[src/rtl/ps2_kbd_pkg.sv]
// rtl/ps2_kbd_pkg.sv - shared constants and types for the PS/2 keyboard decoder
package ps2_kbd_pkg;

    localparam logic [7:0] KC_UP   = 8'h04;
    localparam logic [7:0] KC_DN   = 8'h05;
    localparam logic [7:0] KC_LF   = 8'h06;
    localparam logic [7:0] KC_RT   = 8'h07;
    localparam logic [7:0] KC_BS   = 8'h08;
    localparam logic [7:0] KC_TAB  = 8'h09;
    localparam logic [7:0] KC_ENT  = 8'h0A;
    localparam logic [7:0] KC_HOME = 8'h0B;
    localparam logic [7:0] KC_END  = 8'h0C;
    localparam logic [7:0] KC_PGUP = 8'h0D;
    localparam logic [7:0] KC_PGDN = 8'h0E;
    localparam logic [7:0] KC_DEL  = 8'h0F;
    localparam logic [7:0] KC_F1   = 8'h10;
    localparam logic [7:0] KC_F2   = 8'h11;
    localparam logic [7:0] KC_F3   = 8'h12;
    localparam logic [7:0] KC_F4   = 8'h13;
    localparam logic [7:0] KC_F5   = 8'h14;
    localparam logic [7:0] KC_F6   = 8'h15;
    localparam logic [7:0] KC_F7   = 8'h16;
    localparam logic [7:0] KC_F8   = 8'h17;
    localparam logic [7:0] KC_F9   = 8'h18;
    localparam logic [7:0] KC_F10  = 8'h19;
    localparam logic [7:0] KC_F11  = 8'h1A;
    localparam logic [7:0] KC_ESC  = 8'h1B;
    localparam logic [7:0] KC_INS  = 8'h1C;
    localparam logic [7:0] KC_NUM  = 8'h1D;
    localparam logic [7:0] KC_F12  = 8'h1E;
    localparam logic [7:0] KC_SPC  = 8'h20;

    localparam logic [7:0] SC_E0 = 8'hE0;
    localparam logic [7:0] SC_F0 = 8'hF0;
    localparam logic [7:0] SC_E1 = 8'hE1;

    localparam logic [7:0] SC_LSHIFT = 8'h12;
    localparam logic [7:0] SC_RSHIFT = 8'h59;
    localparam logic [7:0] SC_CTRL   = 8'h14;
    localparam logic [7:0] SC_ALT    = 8'h11;
    localparam logic [7:0] SC_CAPS   = 8'h58;

    // Self-test, ack, resend and echo replies from the keyboard, never keys
    function automatic logic is_discard(input logic [7:0] b);
        return b inside {8'hAA, 8'hFA, 8'hFE, 8'hEE, 8'h00, 8'hFF};
    endfunction

    typedef enum logic [2:0] {
        PS_IDLE,
        PS_EXT,
        PS_BRK,
        PS_EXTBRK,
        PS_PAUSE
    } ps_state_t;

    typedef struct packed {
        logic       rel;
        logic       ext;
        logic [7:0] code;
    } kbd_entry_t;

endpackage

[src/rtl/ps2_key_xlat.sv]
// rtl/ps2_key_xlat.sv - scan byte plus modifier state to key code (US layout)
module ps2_key_xlat
    import ps2_kbd_pkg::*;
(
    input  logic       ext,
    input  logic [7:0] scan,
    input  logic       shift,
    input  logic       caps,
    input  logic       ctrl,
    output logic [7:0] code
);

    function automatic logic [7:0] letter_of(input logic [7:0] s);
        case (s)
            8'h1C: return 8'h61; 8'h32: return 8'h62; 8'h21: return 8'h63; 8'h23: return 8'h64;
            8'h24: return 8'h65; 8'h2B: return 8'h66; 8'h34: return 8'h67; 8'h33: return 8'h68;
            8'h43: return 8'h69; 8'h3B: return 8'h6A; 8'h42: return 8'h6B; 8'h4B: return 8'h6C;
            8'h3A: return 8'h6D; 8'h31: return 8'h6E; 8'h44: return 8'h6F; 8'h4D: return 8'h70;
            8'h15: return 8'h71; 8'h2D: return 8'h72; 8'h1B: return 8'h73; 8'h2C: return 8'h74;
            8'h3C: return 8'h75; 8'h2A: return 8'h76; 8'h1D: return 8'h77; 8'h22: return 8'h78;
            8'h35: return 8'h79; 8'h1A: return 8'h7A;
            default: return 8'h00;
        endcase
    endfunction

    // Returns {shifted glyph, plain glyph}
    function automatic logic [15:0] glyph_of(input logic [7:0] s);
        case (s)
            8'h45: return 16'h2930; 8'h16: return 16'h2131; 8'h1E: return 16'h4032;
            8'h26: return 16'h2333; 8'h25: return 16'h2434; 8'h2E: return 16'h2535;
            8'h36: return 16'h5E36; 8'h3D: return 16'h2637; 8'h3E: return 16'h2A38;
            8'h46: return 16'h2839; 8'h0E: return 16'h7E60; 8'h4E: return 16'h5F2D;
            8'h55: return 16'h2B3D; 8'h54: return 16'h7B5B; 8'h5B: return 16'h7D5D;
            8'h5D: return 16'h7C5C; 8'h4C: return 16'h3A3B; 8'h52: return 16'h2227;
            8'h41: return 16'h3C2C; 8'h49: return 16'h3E2E; 8'h4A: return 16'h3F2F;
            default: return 16'h0000;
        endcase
    endfunction

    function automatic logic [7:0] plain_special(input logic [7:0] s);
        case (s)
            8'h66: return KC_BS;  8'h0D: return KC_TAB; 8'h5A: return KC_ENT;
            8'h76: return KC_ESC; 8'h29: return KC_SPC; 8'h77: return KC_NUM;
            8'h05: return KC_F1;  8'h06: return KC_F2;  8'h04: return KC_F3;
            8'h0C: return KC_F4;  8'h03: return KC_F5;  8'h0B: return KC_F6;
            8'h83: return KC_F7;  8'h0A: return KC_F8;  8'h01: return KC_F9;
            8'h09: return KC_F10; 8'h78: return KC_F11; 8'h07: return KC_F12;
            default: return 8'h00;
        endcase
    endfunction

    function automatic logic [7:0] ext_special(input logic [7:0] s);
        case (s)
            8'h75: return KC_UP;   8'h72: return KC_DN;   8'h6B: return KC_LF;
            8'h74: return KC_RT;   8'h6C: return KC_HOME; 8'h69: return KC_END;
            8'h7D: return KC_PGUP; 8'h7A: return KC_PGDN; 8'h71: return KC_DEL;
            8'h70: return KC_INS;  8'h4A: return 8'h2F;   8'h5A: return KC_ENT;
            default: return 8'h00;
        endcase
    endfunction

    logic [7:0]  letter;
    logic [15:0] glyph;
    logic [7:0]  pspec;
    logic [7:0]  xspec;

    assign letter = letter_of(scan);
    assign glyph  = glyph_of(scan);
    assign pspec  = plain_special(scan);
    assign xspec  = ext_special(scan);

    // Every mapped code is non-zero, so zero means "not in this table"
    always_comb begin
        code = scan;
        if (ext) begin
            if (xspec != 8'h00) code = xspec;
        end else if (letter != 8'h00) begin
            if (ctrl)
                code = (letter - 8'h20) & 8'h1F;
            else
                code = (shift ^ caps) ? (letter - 8'h20) : letter;
        end else if (glyph != 16'h0000) begin
            code = shift ? glyph[15:8] : glyph[7:0];
        end else if (pspec != 8'h00) begin
            code = pspec;
        end
    end

endmodule

[src/rtl/ps2_key_decoder.sv]
// rtl/ps2_key_decoder.sv - PS/2 set-2 prefix parser, modifier tracker and key event FIFO
module ps2_key_decoder
    import ps2_kbd_pkg::*;
#(
    parameter int FIFO_DEPTH     = 16,
    parameter int REPORT_RELEASE = 1,
    parameter int TYPEMATIC      = 1
) (
    input  logic                        clock,
    input  logic                        reset,
    input  logic                        in_valid,
    input  logic [7:0]                  in_data,
    input  logic                        rd,
    output logic                        out_empty,
    output logic [7:0]                  out_code,
    output logic                        out_release,
    output logic                        out_ext,
    output logic [$clog2(FIFO_DEPTH):0] count,
    output logic                        overflow,
    input  logic                        clr_ovf,
    output logic [3:0]                  mods
);

    localparam int AW = $clog2(FIFO_DEPTH);
    localparam int CW = AW + 1;

    ps_state_t  state, state_nx;
    logic [2:0] skip, skip_nx;
    logic       ev_fire, ev_rel_c, ev_ext_c;

    always_ff @(posedge clock or posedge reset) begin
        if (reset) begin
            state <= PS_IDLE;
            skip  <= 3'd0;
        end else begin
            state <= state_nx;
            skip  <= skip_nx;
        end
    end

    always_comb begin
        state_nx = state;
        skip_nx  = skip;
        if (in_valid) begin
            case (state)
                PS_IDLE: begin
                    if (in_data == SC_E0)      state_nx = PS_EXT;
                    else if (in_data == SC_F0) state_nx = PS_BRK;
                    else if (in_data == SC_E1) begin
                        state_nx = PS_PAUSE;
                        skip_nx  = 3'd7;
                    end
                end
                PS_EXT: begin
                    if (in_data == SC_F0)      state_nx = PS_EXTBRK;
                    else if (in_data != SC_E0) state_nx = PS_IDLE;
                end
                PS_BRK, PS_EXTBRK: state_nx = PS_IDLE;
                PS_PAUSE: begin
                    skip_nx = skip - 3'd1;
                    if (skip <= 3'd1) state_nx = PS_IDLE;
                end
                default: state_nx = PS_IDLE;
            endcase
        end
    end

    always_comb begin
        ev_fire  = 1'b0;
        ev_rel_c = 1'b0;
        ev_ext_c = 1'b0;
        if (in_valid) begin
            case (state)
                PS_IDLE: ev_fire = !(in_data inside {SC_E0, SC_F0, SC_E1}) && !is_discard(in_data);
                PS_EXT: begin
                    ev_fire  = (in_data != SC_F0) && (in_data != SC_E0);
                    ev_ext_c = 1'b1;
                end
                PS_BRK: begin
                    ev_fire  = 1'b1;
                    ev_rel_c = 1'b1;
                end
                PS_EXTBRK: begin
                    ev_fire  = 1'b1;
                    ev_rel_c = 1'b1;
                    ev_ext_c = 1'b1;
                end
                default: ev_fire = 1'b0;
            endcase
        end
    end

    // One-cycle event stage: state, mods and FIFO all move on the following edge
    logic       ev_valid, ev_rel, ev_ext;
    logic [7:0] ev_byte;

    always_ff @(posedge clock or posedge reset) begin
        if (reset) begin
            ev_valid <= 1'b0;
            ev_rel   <= 1'b0;
            ev_ext   <= 1'b0;
            ev_byte  <= 8'h00;
        end else begin
            ev_valid <= ev_fire;
            ev_rel   <= ev_rel_c;
            ev_ext   <= ev_ext_c;
            ev_byte  <= in_data;
        end
    end

    logic       lsh, rsh, ctrl, alt, caps, caps_held;
    logic       last_valid;
    logic [8:0] last_key;
    logic       is_mod, same_key, drop_repeat, want_q;
    logic [7:0] xcode;

    assign is_mod      = ev_byte inside {SC_LSHIFT, SC_RSHIFT, SC_CTRL, SC_ALT, SC_CAPS};
    assign same_key    = last_valid && (last_key == {ev_ext, ev_byte});
    assign drop_repeat = (TYPEMATIC == 0) && same_key && !ev_rel;
    assign want_q      = ev_valid && !is_mod && (!ev_rel || (REPORT_RELEASE != 0)) && !drop_repeat;

    always_ff @(posedge clock or posedge reset) begin
        if (reset) begin
            lsh        <= 1'b0;
            rsh        <= 1'b0;
            ctrl       <= 1'b0;
            alt        <= 1'b0;
            caps       <= 1'b0;
            caps_held  <= 1'b0;
            last_valid <= 1'b0;
            last_key   <= 9'd0;
        end else if (ev_valid) begin
            case (ev_byte)
                SC_LSHIFT: lsh  <= !ev_rel;
                SC_RSHIFT: rsh  <= !ev_rel;
                SC_CTRL:   ctrl <= !ev_rel;
                SC_ALT:    alt  <= !ev_rel;
                SC_CAPS: begin
                    if (ev_rel) begin
                        caps_held <= 1'b0;
                    end else if (!caps_held) begin
                        caps      <= !caps;
                        caps_held <= 1'b1;
                    end
                end
                default: begin
                    if (!ev_rel) begin
                        last_valid <= 1'b1;
                        last_key   <= {ev_ext, ev_byte};
                    end else if (same_key) begin
                        last_valid <= 1'b0;
                    end
                end
            endcase
        end
    end

    ps2_key_xlat u_xlat (
        .ext   (ev_ext),
        .scan  (ev_byte),
        .shift (lsh | rsh),
        .caps  (caps),
        .ctrl  (ctrl),
        .code  (xcode)
    );

    kbd_entry_t        mem [FIFO_DEPTH];
    kbd_entry_t        head;
    logic [AW-1:0]     wr_ptr, rd_ptr;
    logic [CW-1:0]     cnt;
    logic              push, pop;

    assign pop  = rd && (cnt != '0);
    assign push = want_q && ((cnt != CW'(FIFO_DEPTH)) || pop);

    always_ff @(posedge clock) begin
        if (push) mem[wr_ptr] <= '{rel: ev_rel, ext: ev_ext, code: xcode};
    end

    always_ff @(posedge clock or posedge reset) begin
        if (reset) begin
            wr_ptr   <= '0;
            rd_ptr   <= '0;
            cnt      <= '0;
            overflow <= 1'b0;
        end else begin
            if (push) wr_ptr <= wr_ptr + 1'b1;
            if (pop)  rd_ptr <= rd_ptr + 1'b1;
            case ({push, pop})
                2'b10:   cnt <= cnt + 1'b1;
                2'b01:   cnt <= cnt - 1'b1;
                default: cnt <= cnt;
            endcase
            if (want_q && !push) overflow <= 1'b1;
            else if (clr_ovf)    overflow <= 1'b0;
        end
    end

    // Stale memory is masked so an empty FIFO always presents zeros
    assign head        = mem[rd_ptr];
    assign out_empty   = (cnt == '0);
    assign out_code    = out_empty ? 8'h00 : head.code;
    assign out_release = out_empty ? 1'b0 : head.rel;
    assign out_ext     = out_empty ? 1'b0 : head.ext;
    assign count       = cnt;
    assign mods        = {caps, alt, ctrl, lsh | rsh};

endmodule

[config.mk]
export PLATFORM = sky130hd
export DESIGN_NAME = ps2_key_decoder
export DESIGN_NICKNAME = d
export VERILOG_FILES = /design/src/rtl/ps2_kbd_pkg.sv /design/src/rtl/ps2_key_xlat.sv /design/src/rtl/ps2_key_decoder.sv
export SDC_FILE = /design/constraint.sdc
export NUM_CORES = 1
export LEC_CHECK = 0
export CELL_PAD_IN_SITES_DETAIL_PLACEMENT = 0
export CELL_PAD_IN_SITES_GLOBAL_PLACEMENT = 1
export CORE_ASPECT_RATIO = 0.9
export CORE_MARGIN = 2
export CORE_UTILIZATION = 51
export CTS_CLUSTER_SIZE = 10
export DETAILED_ROUTE_END_ITERATION = 10
export GPL_ROUTABILITY_DRIVEN = 0
export PLACE_DENSITY_LB_ADDON = 0.1
export SLEW_MARGIN = 20
export SYNTH_ARGS = -nofsm -noshare
export SYNTH_HDL_FRONTEND = slang
export SYNTH_SLANG_ARGS = --single-unit
export TNS_END_PERCENT = 10
[constraint.sdc]
create_clock -name clock -period 4.3 [get_ports clock]
set_input_delay 0.86 -clock clock [delete_from_list [all_inputs] [get_ports clock]]
set_output_delay 0.86 -clock clock [all_outputs]
set_load 0.02 [all_outputs]
==> results of run 1 <==
==> Yosys cell counts, types with 3 or more instances <==
| library cell | count |
|---|---|
| nand4_1 | 16 |
| nor2b_1 | 19 |
| ha_1 | 19 |
| o41ai_1 | 4 |
| o21ai_0 | 38 |
| xnor2_1 | 11 |
| nand3b_1 | 4 |
| buf_6 | 4 |
| nand3_1 | 17 |
| and3_1 | 4 |
| dfrtp_1 | 37 |
| o211ai_1 | 5 |
| buf_1 | 7 |
| o22ai_1 | 10 |
| buf_2 | 14 |
| a21o_1 | 6 |
| edfxtp_1 | 160 |
| a211oi_1 | 7 |
| mux4_2 | 50 |
| nand2_1 | 52 |
| mux2i_1 | 3 |
| a21oi_1 | 35 |
| or3_1 | 5 |
| nor2_1 | 45 |
| nand2b_1 | 12 |
| inv_1 | 19 |
| or4_1 | 4 |
| clkbuf_1 | 23 |
| and2_1 | 3 |
| nor3_1 | 20 |
| nor4_1 | 7 |
| buf_4 | 8 |
| mux2_2 | 5 |
| xor2_1 | 3 |
| o32ai_1 | 4 |
| a31oi_1 | 18 |
==> layer usage <==
metal / share of wire / track usage / up-vias / wire [um]
met5: 0 / 0 / - / 0
met4: 0.018 / 0.0758 / 0 / 465
met3: 0.087 / 0.0667 / 33 / 2210
met2: 0.45 / 0.381 / 363 / 11400
met1: 0.44 / 0.382 / 3432 / 11200
li1: - / - / 3039 / -
==> path summary, 6_finish.rpt <==
kind,depth (start not counted),slack [ps],endpoint,start
hold / removal,1,490,skip[2],skip[2]
setup reg to reg,11,60,mem[13][4],ev_byte[1]
max in group asynchronous,3,3120,rd_ptr[0],reset
setup / recovery,11,60,mem[13][4],ev_byte[1]
hold reg to reg,1,490,skip[2],skip[2]
min in group asynchronous,3,820,wr_ptr[1],reset
==> cells in the final DEF, fill, tap and decap left out, types with 5 or more instances in the layout <==
cell type / netlist / routed
edfxtp_1: 160 / 160
nand2_1: 52 / 52
mux4_2: 50 / 50
buf_4: 8 / 46
nor2_1: 45 / 45
o21ai_0: 38 / 38
dfrtp_1: 37 / 35
a21oi_1: 35 / 34
clkdlybuf4s50_1: 0 / 33
inv_1: 19 / 19
nor2b_1: 19 / 19
ha_1: 19 / 19
a31oi_1: 18 / 18
nand3_1: 17 / 17
clkbuf_16: 0 / 17
nor3_1: 20 / 16
nand4_1: 16 / 16
nand2b_1: 12 / 12
xnor2_1: 11 / 11
o22ai_1: 10 / 10
nor4_1: 7 / 7
a211oi_1: 7 / 7
a21o_1: 6 / 6
o211ai_1: 5 / 5
or3_1: 5 / 5
mux2_2: 5 / 5
inv_8: 0 / 5
==> registers in the layout, summed over array words and instances, names as in the netlist <==
name and flops:
ev_byte 8, ctrl 1, lsh 1, caps_held 1, alt 1, ev_ext 1
ev_valid 1, ev_rel 1, rd_ptr 4, mem 160, state 3, rsh 1
skip 3, wr_ptr 4, count 5, caps 1, overflow 1
==> stage by stage <==
stage	hold slack, ps	instances	instance area (sq um)	utilization
3_3_place_gp	466	1028	10700	0.561
3_5_place_dp	483	1028	10700	0.561
5_1_grt	520	1061	11300	0.592
6_report	491	1061	11300	0.592
4_1_cts	497	1060	11300	0.592
2_1_floorplan	450	752	9950	-
==> report_power, final <==
group	internal [mW]	switching, mW	leakage (nW)
clock network	0.790	0.786	0.290
registers	2.29	0.229	1.90
logic	1.07	1.03	1.73
==> kinds of logic after synthesis <==
family | Yosys count | share of synthesized area
AND/OR/NAND/NOR | 225 | 0.121
flip-flops | 197 | 0.576
adder cells (fa/ha/maj) | 20 | 0.0259
buffers and inverters | 78 | 0.0384
XOR/XNOR | 14 | 0.0123
AO/OA/AOI/OAI | 160 | 0.104
multiplexers | 58 | 0.122
==> worst max-delay path, stage by stage, from the launching register on <==
cell       delay (ps)
dfrtp_1           650
inv_1             190
ha_1              470
nor2b_1           280
o21ai_0           350
a21oi_1           220
or4_1             590
a2111oi_0         450
o22ai_1           160
nand2_1           110
a32oi_1           230
buf_2             270
==> area by class of cell <==
type	count	area, sq um
fillers	1465	7810
flip-flops and latches	197	5730
multi-input cells	477	3870
repair buffers	84	761
clock buffers	17	425
well taps	250	313
clock inverters	15	173
inverters	21	78.8
==> flow_metrics.tcl, run 1 <==
set metrics [dict create \
    status "finished, final reports clean" \
    ys_ff_latch 197 \
    fin_skew_ps 16.4 \
    seq_area_frac_synth 0.576 \
    synth_flop_cell "edfxtp_1" \
    grt_pass1_wl_um 38900 \
    yosys.area.top_type "edfxtp_1" \
    area_growth_pct 14.1 \
    ir_drop_uv 486 \
    antenna_cells 0 \
    drt.antenna.violating_nets 0 \
    ys.warnings.count 0 \
    hpwl_um 17100 \
    hp-class "flop to flop" \
    drc_errors 0 \
    rsz0062_at_grt "no" \
    power.static_leakage_nw 3.92 \
    post-cts-setup-buffers 0 \
    worst_setup_path_end_kind "flop" \
    finalCritPeriodShare 0.986 \
    yosys.cell_types.count 75 \
    num-nets-final 831 \
    arrival_ps 4410 \
    tritoncts "done" \
    required_ps 4470 \
    numClockSinks 197 \
    cp-start-kind "flop" \
    fp.coreArea_sq_um 19200 \
    vias 6867 \
    io_buffers 33 \
    finalCriticalPeriod_ps 4240 \
    htree_levels 4 \
    grt_overflow 0 \
    layout_setup_ws_ps 61.7 \
    synth_nets 785 \
    numCtsBuffers 17 \
    fmax_ghz 0.236 \
    cts-hold-fix-buffers 0 \
    antenna_found_initial 0 \
    die-width_um 151 \
    cts_root_buffer "clkbuf_16" \
    async_flop_share 0.188 \
    worstMarginPinSlew_ps 908 \
    syn_inst 752 \
    first_pass_iters 5 \
    clk_latency_ps 440 \
    viasPerCell 6.47 \
    drtIter0Drc 823 \
    syn_avg_cell_area_sq_um 13.2 \
    grt_max_degree 43 \
    place_ws_ps 249 \
    cp_max_fo 16 \
    synthesis.area_sq_um 9950 \
    drive_above_1_share 0.191 \
    synth-edff-count 160 \
    setup_viol 0 \
    path_class "flop to flop" \
    synth_area_leaders "edfxtp_1 (48%), mux4_2 (11%), dfrtp_1 (9.3%), ha_1 (2.4%), nand2_1 (2.0%)" \
    path_clk_slew_ps 80 \
    grt_pass1_vias 6691 \
    num_io_pins 34 \
    die-area_sq_um 20600 \
    synth_top_area_frac 0.483 \
    slew_viol_final 0 \
    maxCapViolCount 0 \
    wl_per_cell_um 23.8 \
    slew_headroom 0.395 \
    die_h_um 136 \
    power_density_nw_per_um2 545 \
    hold_violations 0 \
    cts_buffer_depth 2 \
    grtUsageTotal 0.258 \
    core.rowCount 48 \
    tns_ps 0 \
    wl_um 25300 \
    cts_resized 0 \
    power_mw 6.19 \
    start_util 0.519 \
]
Note: power is estimated with default switching activity, not from simulation.
==> inputs of run 2 (changes only) <==
==> constraint.sdc (replaced) <==
create_clock -name clock -period 4.3 [get_ports clock]
set_input_delay 0.43 -clock clock [delete_from_list [all_inputs] [get_ports clock]]
set_output_delay 0.43 -clock clock [all_outputs]
set_load 0.02 [all_outputs]
==> flow_metrics.tcl, run 2 (synthesis gave the netlist of run 1 again) <==
set metrics [dict create \
    num-nets-final 840 \
    wl_per_cell_um 23.7 \
    hold_violations 0 \
    die-area_sq_um 20600 \
    worstMarginPinSlew_ps 925 \
    rsz0062_at_grt "no" \
    comb_power_share 0.336 \
    io_buffers 33 \
    final_util 0.595 \
    required_ps 4470 \
    cts_buffer_depth 2 \
    mostFrequentLayoutCells "edfxtp_1 (160), buf_4 (56), nand2_1 (52)" \
    hp-class "input port to asynchronous set/reset pin" \
    final_common_cell "edfxtp_1" \
    path_clk_slew_ps 80 \
    setup_viol 0 \
    regMostFlops "mem" \
    area_growth_pct 14.6 \
    maxCapViolCount 0 \
    vias 6950 \
    drive_above_1_share 0.201 \
    tritoncts "done" \
    antenna_cells 0 \
    start_util 0.519 \
    first_pass_iters 6 \
    worst_setup_path_end_kind "flop" \
    fmax_ghz 0.257 \
    fp.coreArea_sq_um 19200 \
    power.static_leakage_nw 3.95 \
    clock_power_share 0.254 \
    clk_latency_ps 430 \
    holdWs_ps 398 \
    final_cells 1070 \
    power_density_nw_per_um2 544 \
    intPower_mw 4.15 \
    grtUsageTotal 0.257 \
    cp_max_fo 16 \
    drtIter0Drc 871 \
    core.rowCount 48 \
    power_switching_mw 2.05 \
    finalCritPeriodShare 0.906 \
    ir_drop_uv 773 \
    cp-start-kind "flop" \
    switching_share 0.331 \
    numCtsBuffers 17 \
    post-cts-setup-buffers 0 \
    tns_ps 0 \
    die-width_um 151 \
    path_class "flop to flop" \
    finalCriticalPeriod_ps 3900 \
    slew_viol_final 0 \
    grt_overflow 0 \
    pwr-share-seq 0.410 \
    htree_levels 4 \
    drc_errors 0 \
    wl_um 25300 \
    slew_headroom 0.383 \
    fin_skew_ps 13.0 \
    drt.antenna.violating_nets 0 \
    status "finished, final reports clean" \
    hpwl_um 17400 \
    grt_max_degree 44 \
    cts_root_buffer "clkbuf_16" \
    largest_register_ffs 160 \
    num_io_pins 34 \
    grt_pass1_wl_um 39100 \
    grt_pass1_vias 6691 \
    antenna_found_initial 0 \
    dpl.cell_count 1036 \
    numClockSinks 197 \
    arrival_ps 4070 \
    viasPerCell 6.50 \
    die_h_um 136 \
]
-- run 2: cell count changes in the layout (fill, tap and decap cells not counted) --
cell	previous run	this run
clkinv_8	3	4
dfrtp_2	2	3
buf_2	1	0
clkbuf_4	0	2
clkinvlp_4	1	2
buf_12	4	2
inv_6	3	1
buf_4	46	56
dfrtp_1	35	34
-- run 2: power by group through the flow --
stage               clock, mW  combinational [mW]  sequential, mW
floorplan                   0                1.49            2.44
global placement            0                2.06            2.58
detailed placement          0                2.08            2.59
CTS                      1.61                2.10            2.55
global route             1.69                2.24            2.58
finish                   1.57                2.08            2.54
-- run 2: stage by stage --
| step | power, mW | area (sq um) | worst slack [ps] |
|---|---|---|---|
| 6_report | 6.20 | 11400 | 404 |
| 5_1_grt | 6.52 | 11400 | 183 |
| 4_1_cts | 6.26 | 11400 | 182 |
| 3_5_place_dp | 4.67 | 10800 | 196 |
| 3_3_place_gp | 4.63 | 10800 | 424 |
| 2_1_floorplan | 3.93 | 9950 | 714 |
-- run 2: path summary, 6_finish.rpt --
| kind | end | slack, ps | from | depth (start not counted) |
|---|---|---|---|---|
| min in group clock | rsh | 490 | rsh | 2 |
| setup reg to reg | mem[9][4] | 400 | ev_byte[1] | 11 |
| hold reg to reg | rsh | 490 | rsh | 2 |
| hold / removal | state[2] | 400 | reset | 3 |
| setup / recovery | mem[9][4] | 400 | ev_byte[1] | 11 |
| max in group asynchronous | rd_ptr[1] | 3560 | reset | 3 |
-- run 2: routing by layer --
metal	part of all wire	track usage	up-vias	routed length, um
met5	0	0	-	0
met1	0.43	0.384	3437	11000
met3	0.096	0.0617	71	2440
li1	-	-	3048	-
met4	0.023	0.0748	0	595
met2	0.45	0.379	394	11300
-- run 2: cell type report --
| class | instances | area, sq um |
|---|---|---|
| fill | 1467 | 7760 |
| sequential | 197 | 5730 |
| multi-input combinational | 477 | 3870 |
| timing repair buffer | 93 | 806 |
| clock buffer | 17 | 425 |
| tap | 250 | 313 |
| clock inverter | 15 | 179 |
| inverter | 21 | 78.8 |
-- run 2: critical path, cell delays in order (launching register included) --
cell and delay [ps]:
dfrtp_2 530, inv_1 150, ha_1 460, and2_1 330
o21ai_0 210, a21oi_1 180, or4_1 570, a2111oi_0 450
o22ai_1 170, nand2_1 110, a32oi_1 190, clkbuf_4 260
-- run 2: repair_timing --
item / CTS / global route
setup endpoints to repair: 0 / 12
resized for setup: 0 / 1
hold buffers: 0 / 0
==> inputs of run 3 (changes only) <==
Settings changed: GPL_TIMING_DRIVEN from default to 0, SETUP_SLACK_MARGIN from default to 0.2.
==> flow_metrics.tcl, run 3 (synthesis gave the netlist of run 1 again) <==
set metrics [dict create \
    hpwl_um 18200 \
    drt.antenna.violating_nets 0 \
    post-cts-setup-buffers 0 \
    final_util 0.594 \
    switching_share 0.325 \
    dpl.cell_count 1043 \
    path_class "flop to flop" \
    first_pass_iters 8 \
    tritoncts "done" \
    pwr-share-seq 0.383 \
    grt_overflow 0 \
    worst_setup_path_end_kind "flop" \
    mostFrequentLayoutCells "edfxtp_1 (160), nand2_1 (52), mux4_2 (50)" \
    rsz0062_at_grt "yes" \
    slew_headroom 0.217 \
    cts_root_buffer "clkbuf_16" \
    numClockSinks 197 \
    finalCriticalPeriod_ps 4090 \
    vias 7077 \
    drtIter0Drc 847 \
    path_clk_slew_ps 80 \
    worstMarginPinSlew_ps 1170 \
    wl_um 25800 \
    fmax_ghz 0.245 \
    num_io_pins 34 \
    viasPerCell 6.58 \
    wl_per_cell_um 24.0 \
    cp_max_fo 10 \
    rrSetupSlack_ps 210 \
    max_stage_delay_ps 690 \
    cp_cell_sequence "buf_2 -> inv_1 -> ha_1 -> buf_2 -> clkbuf_1 -> a21oi_1 -> or3_1 -> nand3_1 -> nor3_1 -> nand2_1 -> o22ai_1 -> nand2_1 -> a32oi_1 -> buf_2" \
    drive_above_1_share 0.184 \
    reg2reg_to "mem[15][4]" \
    crit_path_top_delay_cell "a32oi_1" \
    comb_power_share 0.359 \
    arrival_ps 4360 \
    cp-start-kind "flop" \
    antenna_cells 0 \
    hold_violations 0 \
    clock_power_share 0.258 \
    drc_errors 0 \
    setup_viol 0 \
    intPower_mw 4.23 \
    layout_setup_ws_ps 212 \
    cts_buffer_depth 2 \
    fp.coreArea_sq_um 19200 \
    power_density_nw_per_um2 551 \
    die-width_um 151 \
    power.static_leakage_nw 3.88 \
    status "finished, final reports clean" \
    largest_register_ffs 160 \
    maxCapViolCount 0 \
    antenna_found_initial 0 \
    ir_drop_uv 490 \
    numCtsBuffers 17 \
    clk_latency_ps 430 \
    regMostFlops "mem" \
    die_h_um 136 \
    required_ps 4580 \
    start_util 0.519 \
    final_common_cell "edfxtp_1" \
    area_growth_pct 14.4 \
    die-area_sq_um 20600 \
    htree_levels 4 \
    slew_viol_final 0 \
    num-nets-final 846 \
    timing.rr.start "ev_byte[1]" \
    grt_pass1_wl_um 40300 \
    final_cells 1076 \
    grt_max_degree 23 \
    core.rowCount 48 \
    power_switching_mw 2.03 \
    tns_ps 0 \
    grtUsageTotal 0.265 \
    fin_skew_ps 14.9 \
    io_buffers 33 \
    hp-class "input port to asynchronous set/reset pin" \
    crit_top_cell "buf_2" \
    place_ws_ps 297 \
    grt_pass1_vias 7064 \
    fillerInstances 1467 \
    worstRegToRegCells 14 \
    finalCritPeriodShare 0.951 \
]
==> run 3: cell types whose count changed in the layout (fill, tap and decap cells not counted), moves of 3 or more <==
cell	delta
dfrtp_1	+3
buf_1	+6
buf_2	+16
clkinv_8	-3
nor2_2	+8
buf_6	+4
dfrtp_2	-3
clkbuf_1	+23
buf_4	-43
nor2_1	-8
==> run 3: worst max-delay path: cells and delay by family, from the launching register on <==
kind / cells / cell delay (ps)
simple gates: 5 / 850
flops: 1 / 400
compound gates: 3 / 1210
buf+inv: 5 / 1300
fa+ha+maj: 1 / 190
==> run 3: what timing repair did <==
item	4_1_cts	5_1_grt
setup endpoints to repair	1	46
hold buffers	0	0
resized for setup	2	1
cloned	0	0
==> run 3: metal layers <==
metal / wire length [um] / GRT usage
met1: 11100 / 0.391
met2: 11800 / 0.399
met3: 2300 / 0.0527
met4: 667 / 0.0846
met5: 0 / 0
==> run 3: metrics by stage <==
step	area [sq um]	hold WS (ps)	power [mW]
3_5_place_dp	10700	475	4.68
2_1_floorplan	9950	450	3.93
3_3_place_gp	10600	467	4.59
4_1_cts	11300	314	6.30
5_1_grt	11400	358	6.58
6_report	11400	323	6.27
==> run 3: worst max path at each step <==
stage                    start    endpoint  slack [ps]  depth (start not counted)
finish              ev_byte[1]  mem[15][4]         210                         14
global route        ev_byte[1]  mem[10][4]          50                         14
CTS                 ev_byte[1]   mem[6][5]         290                         12
detailed placement  ev_byte[1]   mem[8][2]         300                         13
global placement    ev_byte[1]  mem[12][7]        -340                         11
floorplan           ev_byte[1]   mem[0][7]         710                         11
==> run 3: power by group through the flow <==
stage	logic (mW)	registers, mW	clock network, mW
floorplan	1.49	2.44	0
global placement	2.16	2.43	0
detailed placement	2.24	2.44	0
CTS	2.26	2.40	1.64
global route	2.44	2.42	1.72
finish	2.25	2.40	1.62
==> run 3: cell type report <==
| type | count | area, sq um | share of cell area |
|---|---|---|---|
| plain buffers | 57 | 310 | 0.0273 |
| inverters | 21 | 78.8 | 0.00693 |
| flip-flops and latches | 197 | 5730 | 0.504 |
| clock inverters | 15 | 186 | 0.0164 |
| clock buffers | 17 | 425 | 0.0374 |
| well taps | 250 | 313 | 0.0275 |
| repair buffers | 42 | 413 | 0.0363 |
| multi-input cells | 477 | 3920 | 0.344 |
